## config.mk

```make
export PLATFORM = sky130hd
export DESIGN_NAME = seg_display
export DESIGN_NICKNAME = d
export VERILOG_FILES = /design/src/rtl/seg_pkg.sv /design/src/rtl/hex_to_seg.sv /design/src/rtl/seg_display.sv
export SDC_FILE = /design/constraint.sdc
export NUM_CORES = 1
export LEC_CHECK = 0
export BUFFER_PORTS_ARGS = -buffer_cell sky130_fd_sc_hd__buf_2
export CORE_MARGIN = 1
export CORE_UTILIZATION = 48
export CTS_BUF_LIST = sky130_fd_sc_hd__clkbuf_8
export CTS_CLUSTER_SIZE = 10
export DETAILED_ROUTE_END_ITERATION = 8
export PLACE_DENSITY = 0.68
export RECOVER_POWER = 25
export SKIP_CTS_REPAIR_TIMING = 1
export SLEW_MARGIN = 20
export SYNTH_ARGS = -nofsm -noshare
export SYNTH_HDL_FRONTEND = slang
export SYNTH_SLANG_ARGS = --single-unit
```

## constraint.sdc

```tcl
create_clock -name clock -period 3.7 [get_ports clock]
set_clock_uncertainty 0.2 [all_clocks]
set_input_delay 0.74 -clock clock [delete_from_list [all_inputs] [get_ports clock]]
set_output_delay 0.74 -clock clock [all_outputs]
set_load 0.005 [all_outputs]
```

## src/rtl/seg_pkg.sv

```systemverilog
// seg_pkg: register address codes and segment patterns shared by the
// seven-segment display controller and its hex decoder.
package seg_pkg;

    localparam logic [1:0] SEG_ADDR_LO   = 2'b00;
    localparam logic [1:0] SEG_ADDR_HI   = 2'b01;
    localparam logic [1:0] SEG_ADDR_CTRL = 2'b10;
    localparam logic [1:0] SEG_ADDR_RSVD = 2'b11;

    // All segments and the decimal point off (active-low).
    localparam logic [7:0] SEG_BLANK = 8'hFF;

    // Active-low patterns for hex digits 0..F; bits 0..6 = a..g, bit 7 = dp.
    // Every entry keeps bit 7 set so the decimal point is never lit.
    localparam logic [7:0] SEG_PATTERN [16] = '{
        8'hC0, 8'hF9, 8'hA4, 8'hB0, 8'h99, 8'h92, 8'h82, 8'hF8,
        8'h80, 8'h90, 8'h88, 8'h83, 8'hC6, 8'hA1, 8'h86, 8'h8E
    };

endpackage

```

## src/rtl/hex_to_seg.sv

```systemverilog
// hex_to_seg: combinational 4-bit hex to active-low seven-segment decoder.
module hex_to_seg
    import seg_pkg::*;
(
    input  logic [3:0] i_hex,
    output logic [7:0] o_seg
);

    assign o_seg = SEG_PATTERN[i_hex];

endmodule

```

## src/rtl/seg_display.sv

```systemverilog
// seg_display: eight-digit multiplexed seven-segment display controller with
// a small CPU-writable register block (data low/high halfwords, digit mask).
// Optional feature: define SEG_BLINK_EN to add a blink control bit that
// blanks the display on alternating groups of BLINK_DIV full scans.
module seg_display
    import seg_pkg::*;
#(
    parameter int SCAN_DIV  = 50000,
    parameter int BLINK_DIV = 64
) (
    input  logic        clock,
    input  logic        reset,
    input  logic        SegCtrl,
    input  logic        ioWrite,
    input  logic [1:0]  segAddr,
    input  logic [15:0] write_data,
    output logic [7:0]  seg_en,
    output logic [7:0]  seg_out
);

    localparam int CNT_W = (SCAN_DIV > 1) ? $clog2(SCAN_DIV) : 1;
    localparam logic [CNT_W-1:0] CNT_LAST = CNT_W'(SCAN_DIV - 1);

    logic [31:0]      r_data;
    logic [7:0]       r_mask;
    logic [CNT_W-1:0] r_cnt;
    logic [2:0]       r_idx;

    logic       w_wr;
    logic       w_tc;
    logic [3:0] w_nibble;
    logic [7:0] w_seg;
    logic       w_blank;
    logic       w_digit_on;

    assign w_wr     = SegCtrl & ioWrite;
    assign w_tc     = (r_cnt == CNT_LAST);
    assign w_nibble = r_data[{r_idx, 2'b00} +: 4];

    // Register block: data halfwords and digit mask, written only on a
    // qualified store; reserved address is silently ignored.
    always_ff @(posedge clock) begin
        if (!reset) begin
            r_data <= 32'h0;
            r_mask <= 8'hFF;
        end else if (w_wr) begin
            case (segAddr)
                SEG_ADDR_LO:   r_data[15:0]  <= write_data;
                SEG_ADDR_HI:   r_data[31:16] <= write_data;
                SEG_ADDR_CTRL: r_mask        <= write_data[7:0];
                SEG_ADDR_RSVD: ;
                default:       ;
            endcase
        end
    end

    // Scan timer: count SCAN_DIV cycles per digit, then step to the next digit.
    always_ff @(posedge clock) begin
        if (!reset) begin
            r_cnt <= '0;
            r_idx <= 3'd0;
        end else if (w_tc) begin
            r_cnt <= '0;
            r_idx <= r_idx + 3'd1;
        end else begin
            r_cnt <= r_cnt + 1'b1;
        end
    end

`ifdef SEG_BLINK_EN
    localparam int WC_W = $clog2(BLINK_DIV + 1);
    localparam logic [WC_W-1:0] WC_LAST = WC_W'(BLINK_DIV - 1);

    logic            r_blink;
    logic            r_phase;
    logic [WC_W-1:0] r_wrap_cnt;
    logic            w_wrap;

    assign w_wrap  = w_tc & (r_idx == 3'd7);
    assign w_blank = r_blink & r_phase;

    // Blink enable lives in bit 8 of the control register.
    always_ff @(posedge clock) begin
        if (!reset) begin
            r_blink <= 1'b0;
        end else if (w_wr && (segAddr == SEG_ADDR_CTRL)) begin
            r_blink <= write_data[8];
        end
    end

    // Blink phase flips once every BLINK_DIV complete scans (digit 7 -> 0).
    always_ff @(posedge clock) begin
        if (!reset) begin
            r_wrap_cnt <= '0;
            r_phase    <= 1'b0;
        end else if (w_wrap) begin
            if (r_wrap_cnt == WC_LAST) begin
                r_wrap_cnt <= '0;
                r_phase    <= ~r_phase;
            end else begin
                r_wrap_cnt <= r_wrap_cnt + 1'b1;
            end
        end
    end
`else
    assign w_blank = 1'b0;
`endif

    assign w_digit_on = r_mask[r_idx] & ~w_blank;

    hex_to_seg u_hex_to_seg (
        .i_hex (w_nibble),
        .o_seg (w_seg)
    );

    // Registered drivers: computed from current index/data/mask so a register
    // write shows up one edge later; masked or blinked digits go fully dark.
    always_ff @(posedge clock) begin
        if (!reset) begin
            seg_en  <= SEG_BLANK;
            seg_out <= SEG_BLANK;
        end else if (w_digit_on) begin
            seg_en  <= ~(8'b1 << r_idx);
            seg_out <= w_seg;
        end else begin
            seg_en  <= SEG_BLANK;
            seg_out <= SEG_BLANK;
        end
    end

endmodule

```

==> results of run 1 <==
==> power by group through the flow <==
stage	Combinational, mW	Sequential, mW	Clock (mW)
finish	0.0854	0.826	0.614
global route	0.0962	0.827	0.662
CTS	0.0860	0.826	0.627
detailed placement	0.0857	0.844	0
global placement	0.0849	0.844	0
floorplan	0.0517	0.842	0
==> registers in the layout (all words and copies together), names as in the netlist <==
| name | cells |
|---|---|
| r_cnt | 16 |
| r_idx | 3 |
| seg_out | 7 |
| r_mask | 8 |
| r_data | 32 |
| seg_en | 8 |
==> routing by layer <==
layer  up-vias  wire [um]  GRT usage, %
met2        50       2900          31.4
met4         0         97          8.32
met5         -          0             0
li1       1295          -             -
met1      1131       3370          27.7
met3         7        240          4.77
==> cells in the final DEF (no fill, tap or decap), types with 2 or more instances in the layout <==
cell type	n
a211oi_1	2
a21boi_0	32
and2_1	5
and3_1	5
buf_2	32
buf_4	2
clkbuf_1	5
clkbuf_8	11
clkinv_2	2
dfxtp_1	74
ha_1	13
inv_1	9
inv_2	2
mux2_2	2
mux2i_1	9
mux4_1	2
mux4_2	6
nand2_1	102
nand2b_1	2
nand3_1	11
nand4_1	5
nor2_1	23
nor2b_1	3
nor3_1	7
o211ai_1	2
o21ai_1	2
o221ai_1	4
or3_1	2
xnor2_1	7
xor2_1	8
==> final cells by class <==
class,instances,share of cell area [%]
Clock buffer,11,4.05
Multi-Input combinational cell,266,46.3
Timing Repair Buffer,39,5.19
Inverter,11,1.11
Clock inverter,3,1.07
Tap cell,77,2.58
Sequential cell,74,39.7
==> metrics by stage <==
| stage | hold slack, ns | std cells | cell area, um^2 |
|---|---|---|---|
| after floorplan | 0.230 | 366 | 3320 |
| after global placement | 0.244 | 467 | 3550 |
| after detailed placement | 0.249 | 467 | 3550 |
| after CTS | 0.264 | 481 | 3740 |
| after global routing | 0.282 | 481 | 3730 |
| final | 0.258 | 481 | 3730 |
==> path summary, 6_finish.rpt <==
kind / cells past startpoint / start / slack, ns / to
max: 4 / reset / 0.68 / r_cnt[12]$_SDFF_PP0_
min: 1 / r_cnt[0]$_SDFF_PP0_ / 0.26 / r_cnt[0]$_SDFF_PP0_
max reg2reg: 8 / r_idx[0]$_SDFFE_PN0N_ / 0.85 / seg_out[3]$_SDFF_PN1_
min reg2reg: 1 / r_cnt[0]$_SDFF_PP0_ / 0.26 / r_cnt[0]$_SDFF_PP0_
==> kinds of logic after synthesis <==
logic type / after synthesis
XOR/XNOR: 15
adder cells (fa/ha/maj): 13
buffers and inverters: 26
other: 1
AND/OR/NAND/NOR: 170
AO/OA/AOI/OAI: 47
flip-flops: 74
multiplexers: 20
==> synth_stat cells, drive strengths merged <==
master  instances
a211oi          2
nand3          11
o211ai          2
nand2b          2
nor3b           1
ha             13
a22o            1
o22ai           1
xnor2           7
xor2            8
dfxtp          74
a21oi           1
a21boi         33
o31ai           1
nor3            7
or2             1
mux4            8
clkbuf         11
or3             2
nand2         102
nand4b          1
o221ai          4
o21ai           2
and3            5
nor4b           1
buf             4
nor4            1
inv            11
nor2b           3
nor2           23
mux2            2
and2            5
mux2i          10
conb            1
nand4           5
==> reports/metrics.yaml, run 1 <==
critical_path:
  worstSetupPathType: "input port to register"
  crit_arrival_ns: 3.08
  crit_path_start_kind: "input port"
  critical_path_buf_inv_count: 2
  crit_slowest_cell: "clkbuf_1"
  crit_path_end_kind: "register"
  cp_max_fo: 48
  crit_path_max_incr_delay_ns: 1.28
  crit_family: "buffers and inverters"
  cp_cell_sequence: "buf_2, clkbuf_1, nand2b_1, nor2_1"
  crit_required_ns: 3.77
placement:
  gp_congestion: 0.830
  hpwl_um: 4630
  io_buffers: 36
  dp_slack_ns: 0.846
yosys:
  synth_cells: 366
  synth_top_family_by_area: "simple AND/OR/NAND/NOR gates"
  yosys.area.top_type: "dfxtp_1"
  yosysTopAreaCellShare_pct: 44.6
  synth_xor_area_share_pct: 3.95
  synth_simple_gate_area_share_pct: 22.6
  synth.avg_cell_area_um2: 9.08
  synthAdderAreaFrac_pct: 4.89
  yosysSeqAreaShare_pct: 44.6
  synth_mux_area_share_pct: 9.71
  ys_ff_latch: 74
  ys_top_cells_by_area: "dfxtp_1, nand2_1, a21boi_0"
  synth_area_mm2: 0.00332
  yosysWarnings: 0
  syn-num-nets: 401
  yosysUniqueCellTypes: 42
  synth_compound_area_share_pct: 10.8
power_and_ir_drop:
  ir_drop_mv: 0.237
  p_sw_share_pct: 21.8
  p_clk_share_pct: 40.2
  seq_power_share_pct: 54.2
  p_sw_mw: 0.333
  powerDensity_mw_per_mm2: 408
  p_leak_nw: 1.45
  finalPower_mw: 1.52
  power.internal_mw: 1.19
  pwr-share-comb_pct: 5.6
final_layout:
  fill_cells: 605
  nNetsFinal: 436
  multi_input_area_mm2: 0.00173
  final_core_utilization_pct: 57.2
  drive_gt1_share_pct: 15.3
  diodes: 0
  seq_area_mm2: 0.00148
  syn_to_final_growth_pct: 12.3
clock_network:
  clockBufferDepth: 2
  cts_htree_levels: 3
  path_clk_slew_ns: 0.08
  cts.sinks: 74
  cts_buffers: 9
  cts_tree: "done"
  insertion_delay_ns: 0.34
  cts-root-buf: "clkbuf_8"
drt:
  drc: 0
  routedWlPerCell_um: 13.7
  wirelength_um: 6610
  postRouteAntennaNets: 0
  dr.pass1.iters: 4
  vias: 2483
  viasPerCell: 5.16
  drt_iter0_drc: 78
sta:
  grt_setup_unrepaired: "no"
  finalHoldViolations: 0
  fmax_mhz: 331
  fin_crit_sh_pct: 81.5
  setup_viol: 0
  timing.final.ws_setup_ns: 0.683
  tightestPinTransition_ns: 1.80
  period_minus_slack_ns: 3.02
  finalSetupTns_ns: 0
  report.final.slew_viol_count: 49
  slew_headroom_pct: -20.0
die:
  io_pins: 38
  row_count: 29
  dieHeight_um: 85.2
  die_area_mm2: 0.00726
  dieWidth_um: 85.2
  core_mm2: 0.00653
  initial_core_util_pct: 50.9
run:
  drv_cap: 1
global_route:
  grt_pass1_wl_um: 11300
  track_usage_pct: 20.4
  grt_pass1_vias: 2399
  overflow: 0
  grt_max_degree: 49
  antenna_found_initial: 0
status:
  outcome: "finished with violations"
  violations: "capacitance limit, slew limit"
hold_path:
  hp-class: "register to register"
Note: power is estimated with default switching activity, not from simulation.
==> inputs of run 2 (changes only) <==
--- a/config.mk
+++ b/config.mk
@@ -5,13 +5,14 @@
 export SDC_FILE = /design/constraint.sdc
 export NUM_CORES = 1
 export LEC_CHECK = 0
+export ABC_AREA = 1
 export BUFFER_PORTS_ARGS = -buffer_cell sky130_fd_sc_hd__buf_2
 export CORE_MARGIN = 1
 export CORE_UTILIZATION = 48
 export CTS_BUF_LIST = sky130_fd_sc_hd__clkbuf_8
 export CTS_CLUSTER_SIZE = 10
 export DETAILED_ROUTE_END_ITERATION = 8
-export PLACE_DENSITY = 0.68
+export PLACE_DENSITY = 0.67
 export RECOVER_POWER = 25
 export SKIP_CTS_REPAIR_TIMING = 1
 export SLEW_MARGIN = 20
==> constraint.sdc (replaced) <==
create_clock -name clock -period 2.79 [get_ports clock]
set_clock_uncertainty 0.2 [all_clocks]
set_input_delay 0.558 -clock clock [delete_from_list [all_inputs] [get_ports clock]]
set_output_delay 0.558 -clock clock [all_outputs]
set_load 0.005 [all_outputs]
==> run 2 against run 1 <==
Effect of this change:
- first-iteration DRC count grew to 2.6 times the previous value
- synthesized cell count grew 27%
- worst setup slack lost 0.25 ns
- critical endpoint is now seg_out[3]$_SDFF_PN1_
- via count grew 19%
- hold slack lost 0.0012 ns
- global-route usage grew 0.23 points
- the run now ends clean
- combinational power grew 58%
- synthesized area grew 2.0%
- non-clock buffer count grew 1
- cell area grew 0.94%
- total power grew 30%
==> reports/metrics.yaml, run 2 <==
drt:
  vias: 2952  # +19%
  routedWlPerCell_um: 11.7  # -15%
  wirelength_um: 6970  # +5.4%
  drc: 0  # unchanged
  drt_iter0_drc: 201  # +160%
  dr.pass1.iters: 4  # unchanged
  viasPerCell: 4.97  # -3.7%
  postRouteAntennaNets: 0  # unchanged
clock_network:
  path_clk_slew_ns: 0.08  # about the same
  cts_htree_levels: 3  # unchanged
  cts_buffers: 9  # unchanged
  cts.sinks: 74  # unchanged
  insertion_delay_ns: 0.34  # about the same
  cts_tree: "done"
  clockBufferDepth: 2  # unchanged
  cts-root-buf: "clkbuf_8"
yosys:
  synth_area_mm2: 0.00339  # +2.0%
  yosysTopAreaCellShare_pct: 43.7  # -0.87 points
  yosysMostFrequentCell: "nand2_1"
  synth-async-reset-ratio_pct: 0  # unchanged
  yosys.area.top_type: "dfxtp_1"
  synth_common_cells: "nand2_1, dfxtp_1, inv_1, nand3_1, a21oi_1"
  ys_ff_latch: 74  # unchanged
  synth_cells: 463  # +27%
  syn-num-nets: 498  # +24%
  ys_top_cells_by_area: "dfxtp_1, nand2_1, nand3_1"
  synth_edf_count: 0  # unchanged
  yosysWarnings: 0  # unchanged
  synth.avg_cell_area_um2: 7.32  # -19%
  yosysSeqAreaShare_pct: 43.7  # -0.87 points
  yosysUniqueCellTypes: 31  # -26%
  ys.flop_type: "dfxtp_1"
global_route:
  grt_pass1_vias: 2750  # +15%
  grt_pass1_wl_um: 12100  # +6.9%
  grt_max_degree: 31  # -37%
  overflow: 0  # unchanged
  antenna_found_initial: 0  # unchanged
  track_usage_pct: 20.6  # +0.23 points
die:
  row_count: 30  # +3.4%
  dieWidth_um: 86.0  # +0.97%
  core_mm2: 0.00679  # +4.0%
  io_pins: 38  # unchanged
  die_area_mm2: 0.00740  # +1.9%
  dieHeight_um: 86.0  # +0.97%
  initial_core_util_pct: 49.9  # -0.99 points
sta:
  period_minus_slack_ns: 2.36
  report.final.slew_viol_count: 0  # -100%
  grt_setup_unrepaired: "no"
  finalHoldViolations: 0  # unchanged
  slew_headroom_pct: 43.2  # +63 points
  fmax_mhz: 424
  finalSetupTns_ns: 0  # unchanged
  fin_crit_sh_pct: 84.5
  tightestPinTransition_ns: 0.853  # -0.947 ns
  setup_viol: 0  # unchanged
critical_path:
  crit_path_max_incr_delay_ns: 0.71  # -0.57 ns
  critPathLaunch: "r_idx[1]$_SDFFE_PN0N_"
  crit_required_ns: 2.83  # -0.94 ns
  worstSetupPathType: "register to register"
  crit_slowest_cell: "dfxtp_1"
  cp_max_fo: 15  # -69%
  rr_endpoint: "seg_out[3]$_SDFF_PN1_"
  critical_path_buf_inv_count: 2  # unchanged
  crit_family: "flip-flops"
  regToRegSetupSlack_ns: 0.43  # -0.42 ns
  crit_path_end_kind: "register"
  r2r_start: "r_idx[1]$_SDFFE_PN0N_"
  cp_cell_sequence: "inv_2, o211ai_1, nand3_1, nand2_1, inv_1, ha_1, nand3_1, nand3_1, nand2_1, nand2_1"
  crit_path_start_kind: "register"
  rr_worst_depth: 10  # +2
  crit_arrival_ns: 2.39  # -0.69 ns
final_layout:
  regMostFlops: "r_data"
  largest_reg_flops: 32  # unchanged
  fill_cells: 697  # +15%
  instances_no_fill: 594  # +23%
  reg_top3: "r_data (32), r_cnt (16)"
  nNetsFinal: 528  # +21%
  diodes: 0  # unchanged
  drive_gt1_share_pct: 14.3  # -1.1 points
  syn_to_final_growth_pct: 11.2
  final_cell_mix: "nand2_1, dfxtp_1, inv_1"
  final_common_cell: "nand2_1"
status:
  outcome: "completed"
power_and_ir_drop:
  powerDensity_mw_per_mm2: 528  # +29%
  p_leak_nw: 1.59  # +9.6%
  ir_drop_mv: 0.308  # +30%
placement:
  gp_congestion: 0.885  # +6.6%
  hpwl_um: 4960  # +7.1%
  dp.cells: 578  # +24%
  io_buffers: 36  # unchanged
hold_path:
  min_to: "r_data[20]$_SDFFE_PN0P_"
  min_path_cells: 2  # +1
  hp-class: "register to register"
  hp-start: "r_data[20]$_SDFFE_PN0P_"
run:
  drv_cap: 0  # -1
run 2: changes by cell type after synthesis, moves of 6 or more:
cell / before / now
inv_1: 9 / 50
a21oi_1: 1 / 40
nand3_1: 11 / 50
xnor2_1: 7 / 1
a21boi_0: 31 / 0
nor2_1: 23 / 37
nand2_1: 102 / 93
o21ai_0: 0 / 38
mux2i_1: 9 / 0
xor2_1: 8 / 2
mux4_2: 6 / 0
run 2: kinds of logic after synthesis:
group | share of synthesized area (%)
AND/OR/NAND/NOR | 26.8
other | 0.111
AO/OA/AOI/OAI | 13.6
adder cells (fa/ha/maj) | 4.80
flip-flops | 43.7
XOR/XNOR | 0.775
buffers and inverters | 10.2
run 2: layout make-up:
class | count | area (um^2) | share of cell area (%)
Clock buffer | 10 | 138 | 3.65
Clock inverter | 6 | 42.5 | 1.13
Inverter | 58 | 220 | 5.84
Multi-Input combinational cell | 310 | 1560 | 41.4
Sequential cell | 74 | 1480 | 39.3
Tap cell | 96 | 120 | 3.19
Timing Repair Buffer | 40 | 205 | 5.44
run 2: worst max path at each step:
stage	end	depth (start not counted)
floorplan	seg_out[3]$_SDFF_PN1_	12
global placement	seg_out[3]$_SDFF_PN1_	10
detailed placement	seg_out[3]$_SDFF_PN1_	10
CTS	seg_out[3]$_SDFF_PN1_	10
global route	seg_out[3]$_SDFF_PN1_	10
finish	seg_out[3]$_SDFF_PN1_	10
run 2: routing by layer:
metal  track usage [%]  wire, um  vias up
li1                  -         -     1549
met1              25.7      3460     1321
met2              33.9      3110       76
met3              5.49       326        6
met4              8.03        77        0
met5                 0         0        -
run 2: metrics by stage:
stage	instance area (um^2)	hold WS [ns]	setup WS, ns	total power, mW	utilization (%)
floorplan	3390	0.217	0.880	1.22	-
global placement	3590	0.233	0.564	1.26	52.9
detailed placement	3590	0.245	0.435	1.26	52.9
CTS	3770	0.242	0.419	2.01	55.5
global route	3770	0.259	0.186	2.09	55.5
finish	3770	0.257	0.433	1.99	55.5
run 2: where the power goes:
group / leakage (nW) / internal (mW) / switching [mW] / total [mW]
sequential: 0.603 / 1.09 / 0.0112 / 1.10
combinational: 0.906 / 0.0511 / 0.0843 / 0.135
clock: 0.0823 / 0.347 / 0.407 / 0.754
total: 1.59 / 1.49 / 0.503 / 1.99
run 2: tightest hold or removal path, delay by kind of cell, from the launching register on:
family | cells | cell delay, ns
flops | 1 | 0.30
compound gates | 1 | 0.05
buf+inv | 1 | 0.06
==> inputs of run 3 (changes only) <==
==> constraint.sdc (replaced) <==
create_clock -name clock -period 2.3 [get_ports clock]
set_clock_uncertainty 0.2 [all_clocks]
set_input_delay 0.46 -clock clock [delete_from_list [all_inputs] [get_ports clock]]
set_output_delay 0.46 -clock clock [all_outputs]
set_load 0.005 [all_outputs]
==> run 3 against run 2 <==
Effect of this change:
- flip-flop and latch count unchanged
- global-route usage grew 0.27 points
- sequential share of layout area shrank 1.1 points
- non-clock buffer count increased by 7
- critical endpoint unchanged
- largest cell class unchanged
- largest power group unchanged
==> reports/metrics.yaml, run 3 (synthesis gave the netlist of run 2 again) <==
final_layout:
  fill_cells: 642  # -7.9%
  nNetsFinal: 535  # +1.3%
  reg_top3: "r_data (32), r_cnt (16)"
  instances_no_fill: 601  # +1.2%
  final_cell_mix: "nand2_1, dfxtp_1, inv_1"
  final_core_utilization_pct: 57.1  # +1.6 points
  final_common_cell: "nand2_1"
  regMostFlops: "r_data"
  seq_area_mm2: 0.00148  # unchanged
  multi_input_area_mm2: 0.00156  # unchanged
  diodes: 0  # unchanged
  largest_reg_flops: 32  # unchanged
  drive_gt1_share_pct: 15.4  # +1.2 points
  syn_to_final_growth_pct: 14.4
  final_cell_area_mm2: 0.00388  # +2.9%
drt:
  vias: 3013  # +2.1%
  dr.pass1.iters: 5  # +1
  viasPerCell: 5.01  # +0.88%
  wirelength_um: 7190  # +3.1%
  drt_iter0_drc: 120  # -40%
  routedWlPerCell_um: 12.0  # +1.9%
  drc: 0  # unchanged
  postRouteAntennaNets: 0  # unchanged
critical_path:
  cp_max_fo: 12  # -3
  crit_arrival_ns: 2.05  # -0.34 ns
  critical_path_buf_inv_count: 2  # unchanged
  worst_path_most_repeated_cell: "nand2_1"
  cp_cell_sequence: "buf_4, inv_4, nand2_1, nand3_1, nand3_1, nand2_1, ha_1, nand3b_1, nand3_1, nand2_1, nand2_1"
  crit_required_ns: 2.33  # -0.50 ns
  worstSetupPathType: "register to register"
  crit_path_start_kind: "register"
  crit_slowest_cell: "dfxtp_1"
  crit_family: "simple AND/OR/NAND/NOR gates"
  crit_path_end_kind: "register"
  crit_path_max_incr_delay_ns: 0.37  # -0.34 ns
global_route:
  grt_max_degree: 42  # +35%
  grt_pass1_wl_um: 12200  # +0.34%
  track_usage_pct: 20.9  # +0.27 points
  overflow: 0  # unchanged
  antenna_found_initial: 0  # unchanged
  grt_pass1_vias: 2672  # -2.8%
die:
  dieWidth_um: 86.0  # unchanged
  core_mm2: 0.00679  # unchanged
  dieHeight_um: 86.0  # unchanged
  die_area_mm2: 0.00740  # unchanged
  initial_core_util_pct: 49.9  # unchanged
  row_count: 30  # unchanged
  io_pins: 38  # unchanged
sta:
  grt_setup_unrepaired: "no"
  finalSetupTns_ns: 0  # unchanged
  fmax_mhz: 496  # +17%
  tightestPinTransition_ns: 0.676  # -0.177 ns
  slew_headroom_pct: 54.9  # +12 points
  timing.final.ws_setup_ns: 0.284  # -0.149 ns
  fin_crit_sh_pct: 87.6  # +3.2 points
  setup_viol: 0  # unchanged
  report.final.slew_viol_count: 0  # unchanged
  period_minus_slack_ns: 2.02  # -0.341 ns
  finalHoldViolations: 0  # unchanged
clock_network:
  cts-root-buf: "clkbuf_8"
  path_clk_slew_ns: 0.07  # about the same
  cts_htree_levels: 3  # unchanged
  clockBufferDepth: 2  # unchanged
  cts_buffers: 9  # unchanged
  cts_tree: "done"
  insertion_delay_ns: 0.35  # about the same
  cts.sinks: 74  # unchanged
placement:
  hpwl_um: 5080  # +2.6%
  place_area_mm2: 0.00365  # +1.5%
  dp_slack_ns: 0.339  # -0.0957 ns
  gp_congestion: 0.899  # +1.6%
  dp.cells: 585  # +1.2%
  io_buffers: 36  # unchanged
power_and_ir_drop:
  ir_drop_mv: 0.380  # +23%
  powerDensity_mw_per_mm2: 694  # +31%
  p_leak_nw: 1.67  # +4.8%
run:
  drv_cap: 0  # unchanged
status:
  outcome: "completed"
hold_path:
  hp-class: "input port to register"
-- run 3: cell count changes in the layout (fill, tap and decap cells not counted), sizes merged --
cell,change
clkinvlp,-3
clkinv,+1
clkbuf,-1
buf,+7
bufinv,+3
-- run 3: worst paths after layout --
check / start / to / slack [ns] / cells after the start
worst max-delay path: r_idx[0]$_SDFFE_PN0N_ / seg_out[3]$_SDFF_PN1_ / 0.28 / 11
worst min-delay path: write_data[9] / r_data[9]$_SDFFE_PN0P_ / 0.16 / 3
worst max register to register: r_idx[0]$_SDFFE_PN0N_ / seg_out[3]$_SDFF_PN1_ / 0.28 / 11
worst min register to register: r_cnt[0]$_SDFF_PP0_ / r_cnt[0]$_SDFF_PP0_ / 0.25 / 1
-- run 3: where the power goes --
group	internal, mW	leakage (nW)	total (mW)	switching, mW
Clock	0.711	0.122	1.19	0.476
Sequential	1.32	0.603	1.33	0.0135
Combinational	0.0636	0.943	0.169	0.106
-- run 3: per-layer routing --
metal / up-vias / global-route usage, % / wire (um)
met2: 86 / 33.0 / 3210
met5: - / 0 / 0
met4: 0 / 9.85 / 138
li1: 1568 / - / -
met3: 14 / 4.14 / 318
met1: 1345 / 27.4 / 3520
-- run 3: per-stage QoR --
stage	hold WS, ns	power [mW]
finish	0.162	2.69
global route	0.180	2.79
CTS	0.156	2.71
detailed placement	0.236	1.53
global placement	0.232	1.53
floorplan	0.217	1.47
-- run 3: layout make-up --
cell class	count	share of cell area [%]
clock inverters	7	2.84
inverters	58	5.68
multi-input cells	310	40.3
clock buffers	9	3.20
well taps	96	3.10
repair buffers	47	6.68
flip-flops and latches	74	38.2
-- run 3: worst min-delay path, stage by stage --
cell	delay, ns
buf_2	0.08
nor2_1	0.04
nor2_1	0.09
